File: src/rtl/temp_sensor_reader.sv
// rtl/temp_sensor_reader.sv - periodic 3-wire temperature sensor reader with frame check
module temp_sensor_reader #(
    parameter int CLK_DIV       = 4,
    parameter int SAMPLE_PERIOD = 1000,
    parameter int FRAME_BITS    = 10
) (
    input  logic       clk,
    input  logic       reset,
    input  logic       enable,
    input  logic       start,
    output logic       sens_cs_n,
    output logic       sens_sclk,
    input  logic       sens_miso,
    output logic [7:0] temp_data,
    output logic       temp_valid,
    output logic       sens_err,
    output logic [3:0] err_cnt,
    output logic       busy
);
    localparam int DIV_W = $clog2(CLK_DIV);
    localparam int TMR_W = $clog2(SAMPLE_PERIOD);
    localparam int BIT_W = $clog2(FRAME_BITS);

    typedef enum logic [2:0] {
        IDLE,
        CS_SETUP,
        SHIFT,
        CS_HOLD,
        CHECK
    } state_t;

    state_t                state;
    state_t                state_next;
    logic [DIV_W-1:0]      div_cnt;
    logic [BIT_W-1:0]      bit_cnt;
    logic                  sclk_phase;
    logic [TMR_W-1:0]      timer;
    logic [FRAME_BITS-1:0] shift_reg;
    logic                  miso_meta;
    logic                  miso_sync;
    logic                  timer_wrap;
    logic                  trigger;
    logic                  div_done;
    logic                  last_bit;
    logic                  frame_ok;

    assign timer_wrap = enable && (timer == TMR_W'(SAMPLE_PERIOD - 1));
    assign trigger    = start || timer_wrap;
    assign div_done   = (div_cnt == DIV_W'(CLK_DIV - 1));
    assign last_bit   = (bit_cnt == BIT_W'(FRAME_BITS - 1));
    // Sync bit must be 0 and the trailing bit must equal the XOR of the data byte.
    assign frame_ok   = !shift_reg[FRAME_BITS-1] &&
                        ((^shift_reg[FRAME_BITS-2:1]) == shift_reg[0]);

    always_ff @(posedge clk or negedge reset) begin
        if (!reset) begin
            state <= IDLE;
        end else begin
            state <= state_next;
        end
    end

    always_comb begin
        state_next = state;
        sens_cs_n  = 1'b0;
        sens_sclk  = 1'b0;
        busy       = 1'b1;
        case (state)
            IDLE: begin
                sens_cs_n = 1'b1;
                busy      = 1'b0;
                if (trigger) state_next = CS_SETUP;
            end
            CS_SETUP: begin
                if (div_done) state_next = SHIFT;
            end
            SHIFT: begin
                sens_sclk = sclk_phase;
                if (div_done && !sclk_phase && last_bit) state_next = CS_HOLD;
            end
            CS_HOLD: begin
                if (div_done) state_next = CHECK;
            end
            CHECK: begin
                sens_cs_n  = 1'b1;
                state_next = IDLE;
            end
            default: begin
                sens_cs_n  = 1'b1;
                state_next = IDLE;
            end
        endcase
    end

    always_ff @(posedge clk or negedge reset) begin
        if (!reset) begin
            miso_meta <= 1'b0;
            miso_sync <= 1'b0;
            timer     <= '0;
        end else begin
            miso_meta <= sens_miso;
            miso_sync <= miso_meta;
            if (!enable || timer_wrap) begin
                timer <= '0;
            end else begin
                timer <= timer + 1'b1;
            end
        end
    end

    // Bit timing: each SHIFT bit is one high phase then one low phase of CLK_DIV cycles.
    always_ff @(posedge clk or negedge reset) begin
        if (!reset) begin
            div_cnt    <= '0;
            bit_cnt    <= '0;
            sclk_phase <= 1'b1;
            shift_reg  <= '0;
        end else begin
            if (state == IDLE || state == CHECK) begin
                div_cnt <= '0;
            end else if (div_done) begin
                div_cnt <= '0;
            end else begin
                div_cnt <= div_cnt + 1'b1;
            end

            if (state == SHIFT) begin
                if (div_done) sclk_phase <= ~sclk_phase;
                if (div_done && !sclk_phase) bit_cnt <= bit_cnt + 1'b1;
                if (div_done && sclk_phase) shift_reg <= {shift_reg[FRAME_BITS-2:0], miso_sync};
            end else begin
                sclk_phase <= 1'b1;
                bit_cnt    <= '0;
            end
        end
    end

    always_ff @(posedge clk or negedge reset) begin
        if (!reset) begin
            temp_data  <= 8'h00;
            temp_valid <= 1'b0;
            sens_err   <= 1'b0;
            err_cnt    <= 4'd0;
        end else begin
            temp_valid <= (state == CHECK) && frame_ok;
            sens_err   <= (state == CHECK) && !frame_ok;
            if (state == CHECK) begin
                if (frame_ok) begin
                    temp_data <= shift_reg[FRAME_BITS-2:1];
                end else if (err_cnt != 4'hF) begin
                    err_cnt <= err_cnt + 4'd1;
                end
            end
        end
    end
endmodule

File: config.mk
export PLATFORM = sky130hd
export DESIGN_NAME = temp_sensor_reader
export DESIGN_NICKNAME = d
export VERILOG_FILES = /design/src/rtl/temp_sensor_reader.sv
export SDC_FILE = /design/constraint.sdc
export NUM_CORES = 1
export LEC_CHECK = 0
export ABC_AREA = 0
export CORE_ASPECT_RATIO = 1.5
export CORE_MARGIN = 1
export CORE_UTILIZATION = 41
export CTS_BUF_LIST = sky130_fd_sc_hd__clkbuf_8 sky130_fd_sc_hd__clkbuf_16
export DETAILED_ROUTE_END_ITERATION = 12
export PLACE_DENSITY = 0.75
export SETUP_SLACK_MARGIN = 0.4
export SYNTH_ARGS = -nofsm -noshare
export SYNTH_HDL_FRONTEND = slang
export SYNTH_SLANG_ARGS = --single-unit
File: constraint.sdc
create_clock -name clk -period 2 [get_ports clk]
set_clock_uncertainty 0.1 [all_clocks]
set_input_delay 0.6 -clock clk [delete_from_list [all_inputs] [get_ports clk]]
set_output_delay 0.6 -clock clk [all_outputs]
set_load 0.02 [all_outputs]
Word level (Yosys, flattened, before mapping)

Cells that the tools add are included.

Bits in registers: 46
Input port bits: 5
Output and inout port bits: 17
Logic and storage cells: 69

$add $sub $neg: 4
Equality and inequality tests: 15
Mux-type cells: 15
Bitwise gates (word level): 2
Reductions and logical operators: 21

Operators by type and width:

| cell                                                            | number |
|---|---|
| 3-bit two-way mux                                               | 4 |
| 2-bit inequality test, second input constant                    | 6 |
| 3-bit one-hot mux with 4 select lines                           | 1 |
| 10-bit by 1-bit adder with 10-bit output, second input constant | 1 |
| 10-bit == test, second input constant                           | 1 |
| 10-bit two-way mux                                              | 1 |
| 4-bit by 1-bit adder with 4-bit output, second input constant   | 2 |
| 4-bit two-way mux                                               | 2 |
| 8-bit XOR reduction                                             | 1 |
| 1-bit logical AND                                               | 7 |
| 3-bit by 2-bit == test with 1-bit output, second input constant | 2 |
| 1-bit two-way mux                                               | 5 |
| 4-bit == test, second input constant                            | 1 |
| 1-bit logical NOT                                               | 4 |
| 2-bit two-way mux                                               | 2 |
| 4-bit inequality test, second input constant                    | 1 |
| 2-bit AND reduction                                             | 2 |
| 4-bit AND reduction                                             | 1 |
| 3-bit by 1-bit == test with 1-bit output, second input constant | 1 |
| 3-bit == test, second input constant                            | 1 |
| 3-bit logical NOT                                               | 1 |
| 1-bit logical OR                                                | 3 |
| 3-bit AND reduction                                             | 1 |
| 3-bit OR reduction                                              | 1 |
| 4 further kinds                                                 | 5 |

Logic depth before layout (Yosys ltp)

Word-level depth: 5
Mapped depth: 7
Depth with buffers taken out: 6

Worst setup path before layout

Ideal clock, no wire load.

Kind: register -> register
Start: reg shift_reg[3]
End: reg temp_data[0]
Library setup time: 0.125 ns
Arrival: 1.750 ns
Required time: 1.775 ns
Path slack: 0.025 ns
Stages on the path, launching flop included: 6
Path buffers: 0
Period minus slack after synthesis: 1.975 ns
Cell sequence: dfrtp_1 xor2_1 xnor3_1 mux2i_4 nor2_4 mux2_2

Longest elaborated chain between the ends: 4

RTL lines:

| item                                 | RTL line | RTL |
|---|---|---|
| start: declaration                   | 38       | `logic [FRAME_BITS-1:0] shift_reg;` |
| start signal: assignment             | 130      | `if (div_done && sclk_phase) shift_reg <= {shift_reg[FRAME_BITS-2:0], miso_sync};` |
| 8-bit XOR reduction                  | 53       | `((^shift_reg[FRAME_BITS-2:1]) == shift_reg[0]);` |
| 1-bit == test                        | 53       |  |
| 1-bit logical AND                    | 52       | `assign frame_ok = !shift_reg[FRAME_BITS-1] &&` |
| 2-bit AND reduction (no source line) | --       |  |
| end signal: assignment               | 149      | `temp_data <= shift_reg[FRAME_BITS-2:1];` |
| end: declaration                     | 14       | `output logic [7:0] temp_data,` |

No other way between the ends.
A chain may end at the register's enable or synchronous reset.

Final worst setup path

Start: reg shift_reg[8]
End: reg temp_data[0]

Same word-level chain as after synthesis.

==> results.md <==
- Post-synth EDFFs: 0
- Max incr delay on CP: 460 ps
- Nature of the critical path startpoint: flop
- DP Area: 2444 µm²
- Layout area overhead: 33.29%
- Syn_area_per_cell: 12.31 µm²
- Rel. slew slack: 74.72%
- GP Congestion: 0.7726
- Failing checks: setup timing
- Design area: 2675 µm²
- Clk pin slew, worst setup/hold paths: 90 ps
- Initial Util: 43.47%
- Req. time, crit path: 2090 ps
- CTS tree: done
- Most frequent cells in the layout: dfrtp_1 (42), buf_4 (23), nor2_1 (16), mux2_2 (14), buf_2 (14)
- Max-cap violation count: 0
- Via density: 4.865
- Status: complete, but fails checks
- Max Transition Viols Final: 0
- WP buf/inv: 0
- Yosys reg bits: 46
- H-tree levels: 2
- Final Hold Vio Count: 0
- Gr usage total: 16.19%
- I/O pin cnt: 22
- Worst min path class: in2async
- Maximum VDD drop: 0.0004678 V
- DP Cell Count: 264
- Final ANT Viol Nets: 0
- Slowest CP cell: xnor3_1
- Avg WL per Cell: 13.29 µm
- Post-Place Worst Slack: -92.24 ps
- DR DRC count: 0
- Clock tree buffer depth: 2
- CP startpoint: shift_reg[8]$_DFFE_PN0P_
- Setup Viol. Count Final: 11
- Post-synth ARST share: 100.0%
- Crit-path max FO: 5
- Row cnt: 30
- Antenna cells: 0
- Crit share post-route: 103.2%
- Levels on crit path: 5
- Fmax achieved: 0.4846 GHz
- Share of Yosys cell area claimed by the top area cell type: 56.11%
- Drt pass-1 iters: 4
- Port bufs: 21
- Syn nets: 173
- DPL Wire Length: 2524 µm
- Sequential fraction of the synthesis area: 57.42%
- Leakage power: 1.283 nW
- Die width: 59.13 µm
- Chip height: 87.69 µm
- Hold WS: 105.5 ps
- First-pass GRT wire length: 6272 µm
- Clock root cell: clkbuf_8
- CP Capture Type: flop
- WS Path Type: reg2reg
- Count of different cell masters after synthesis: 31
- Largest net degree at the start of global routing: 19
- Synth Warn #: 0
- Most area-consuming cells after synthesis: dfrtp_1 (56%), mux2_2 (11%), nor2_1 (3.4%)
- CP Cell Sequence: xnor2_2, xnor3_1, mux2i_4, nor2_4, mux2_2
- Core Area: 4617 µm²
- DRT Wirelength: 3749 µm
- Power per cell area: 654.9 nW/µm²
- CTS Buf Count: 5
- Later-pin clock latency in the skew report: 300 ps
- CP delay by family, top: XOR/XNOR gates
- Gate Count Post-Synth: 163
- Vias in the first global route: 1,424
- Worst r2r src: shift_reg[8]$_DFFE_PN0P_
- Netlist area before placement: 2007 µm²
- Share of layout cells above drive strength 1: 41.74%
- Setup TNS: -335.6 ps
- # hold bufs at CTS: 0
- Most common cell after layout, fill and taps aside: dfrtp_1
- Top_reg_cell synth: dfrtp_1
- Worst Tran Pin Value: 379.2 ps
- Post-synth top area cell: dfrtp_1
- Worst EP arrival: 2150 ps
- Non-Filler Instances: 282
- DR vias: 1,372
- RSZ-0062 raised after global routing: true
- Die footprint: 5185 µm²
- Minimum clock period: 2063 ps
- Nets@finish: 227
- GRT overflow: 0
- Clk sinks: 46
- FF-to-FF path depth: 5
- Detailed Route Iter0 Violations: 18
- Min setup slack post-route: -63.41 ps
- Antenna violations before repair: 0
==> through the flow <==
stage	util, %	total power, mW
2_1_floorplan	-	1.026
3_3_place_gp	52.93	1.076
6_report	57.94	1.752
3_5_place_dp	52.93	1.079
4_1_cts	55.23	1.766
5_1_grt	57.94	1.816
==> repair_timing <==
action,CTS,global route
endpoints found under the setup margin,42,30
cloned,1,1
resized for setup,83,19
pin swaps,2,6
buffers inserted,4,4
==> layout make-up <==
| type | instances | area, µm² |
|---|---|---|
| Multi-Input combinational cell | 113 | 953.4 |
| Tap cell | 64 | 80.08 |
| Timing Repair Buffer | 47 | 360.3 |
| Clock inverter | 3 | 41.29 |
| Inverter | 4 | 15.01 |
| Fill cell | 394 | 1942 |
| Sequential cell | 46 | 1156 |
| Clock buffer | 5 | 68.82 |
==> report_power, final <==
group          total, mW  switching [mW]  internal [mW]
sequential         0.953          0.0107          0.942
combinational      0.119          0.0590         0.0599
clock              0.680           0.312          0.368
total               1.75           0.382           1.37
==> worst reg2reg max path: stages (launching register included) <==
cell and delay, ps:
dfrtp_1 430, xnor2_2 160, xnor3_1 460, mux2i_4 240, nor2_4 210, mux2_2 360
==> worst paths after layout <==
kind,endpoint,slack (ps)
worst max-delay path,temp_data[0]$_DFFE_PN0P_,-60
worst min-delay path,temp_data[2]$_DFFE_PN0P_,110
worst max register to register,temp_data[0]$_DFFE_PN0P_,-60
worst min register to register,miso_sync$_DFF_PN0_,270
max in group asynchronous,state[0]$_DFFE_PN0P_,1130
min in group clk,miso_sync$_DFF_PN0_,270
==> synthesized netlist by cell type, types with 3 or more instances <==
master and n:
and3_1 5, nand2_1 9, nor2b_1 5, nor2_1 18, nand4_1 3, a21oi_1 5, xor2_1 7, dfrtp_1 45
inv_1 4, o21ai_0 3, or3_1 3, nand3_1 4, mux2_2 19, xnor2_1 7, ha_1 5
==> layer usage <==
metal,vias up,track usage (%),wire [µm]
li1,667,-,-
met5,-,0,0
met1,682,18.51,1567
met3,4,4.431,107
met2,19,28.82,2037
met4,0,5.195,37
==> cell families (layout without fill, tap and decap cells) <==
family,count (synthesis),in the layout,share of synthesized area (%)
simple gates,56,58,13.97
flops,46,46,57.42
mux,20,20,11.78
xor+xnor,16,16,8.354
compound gates,14,14,4.239
buf+inv,6,59,1.122
fa+ha+maj,5,5,3.117
(Power assumes the default switching activity.)
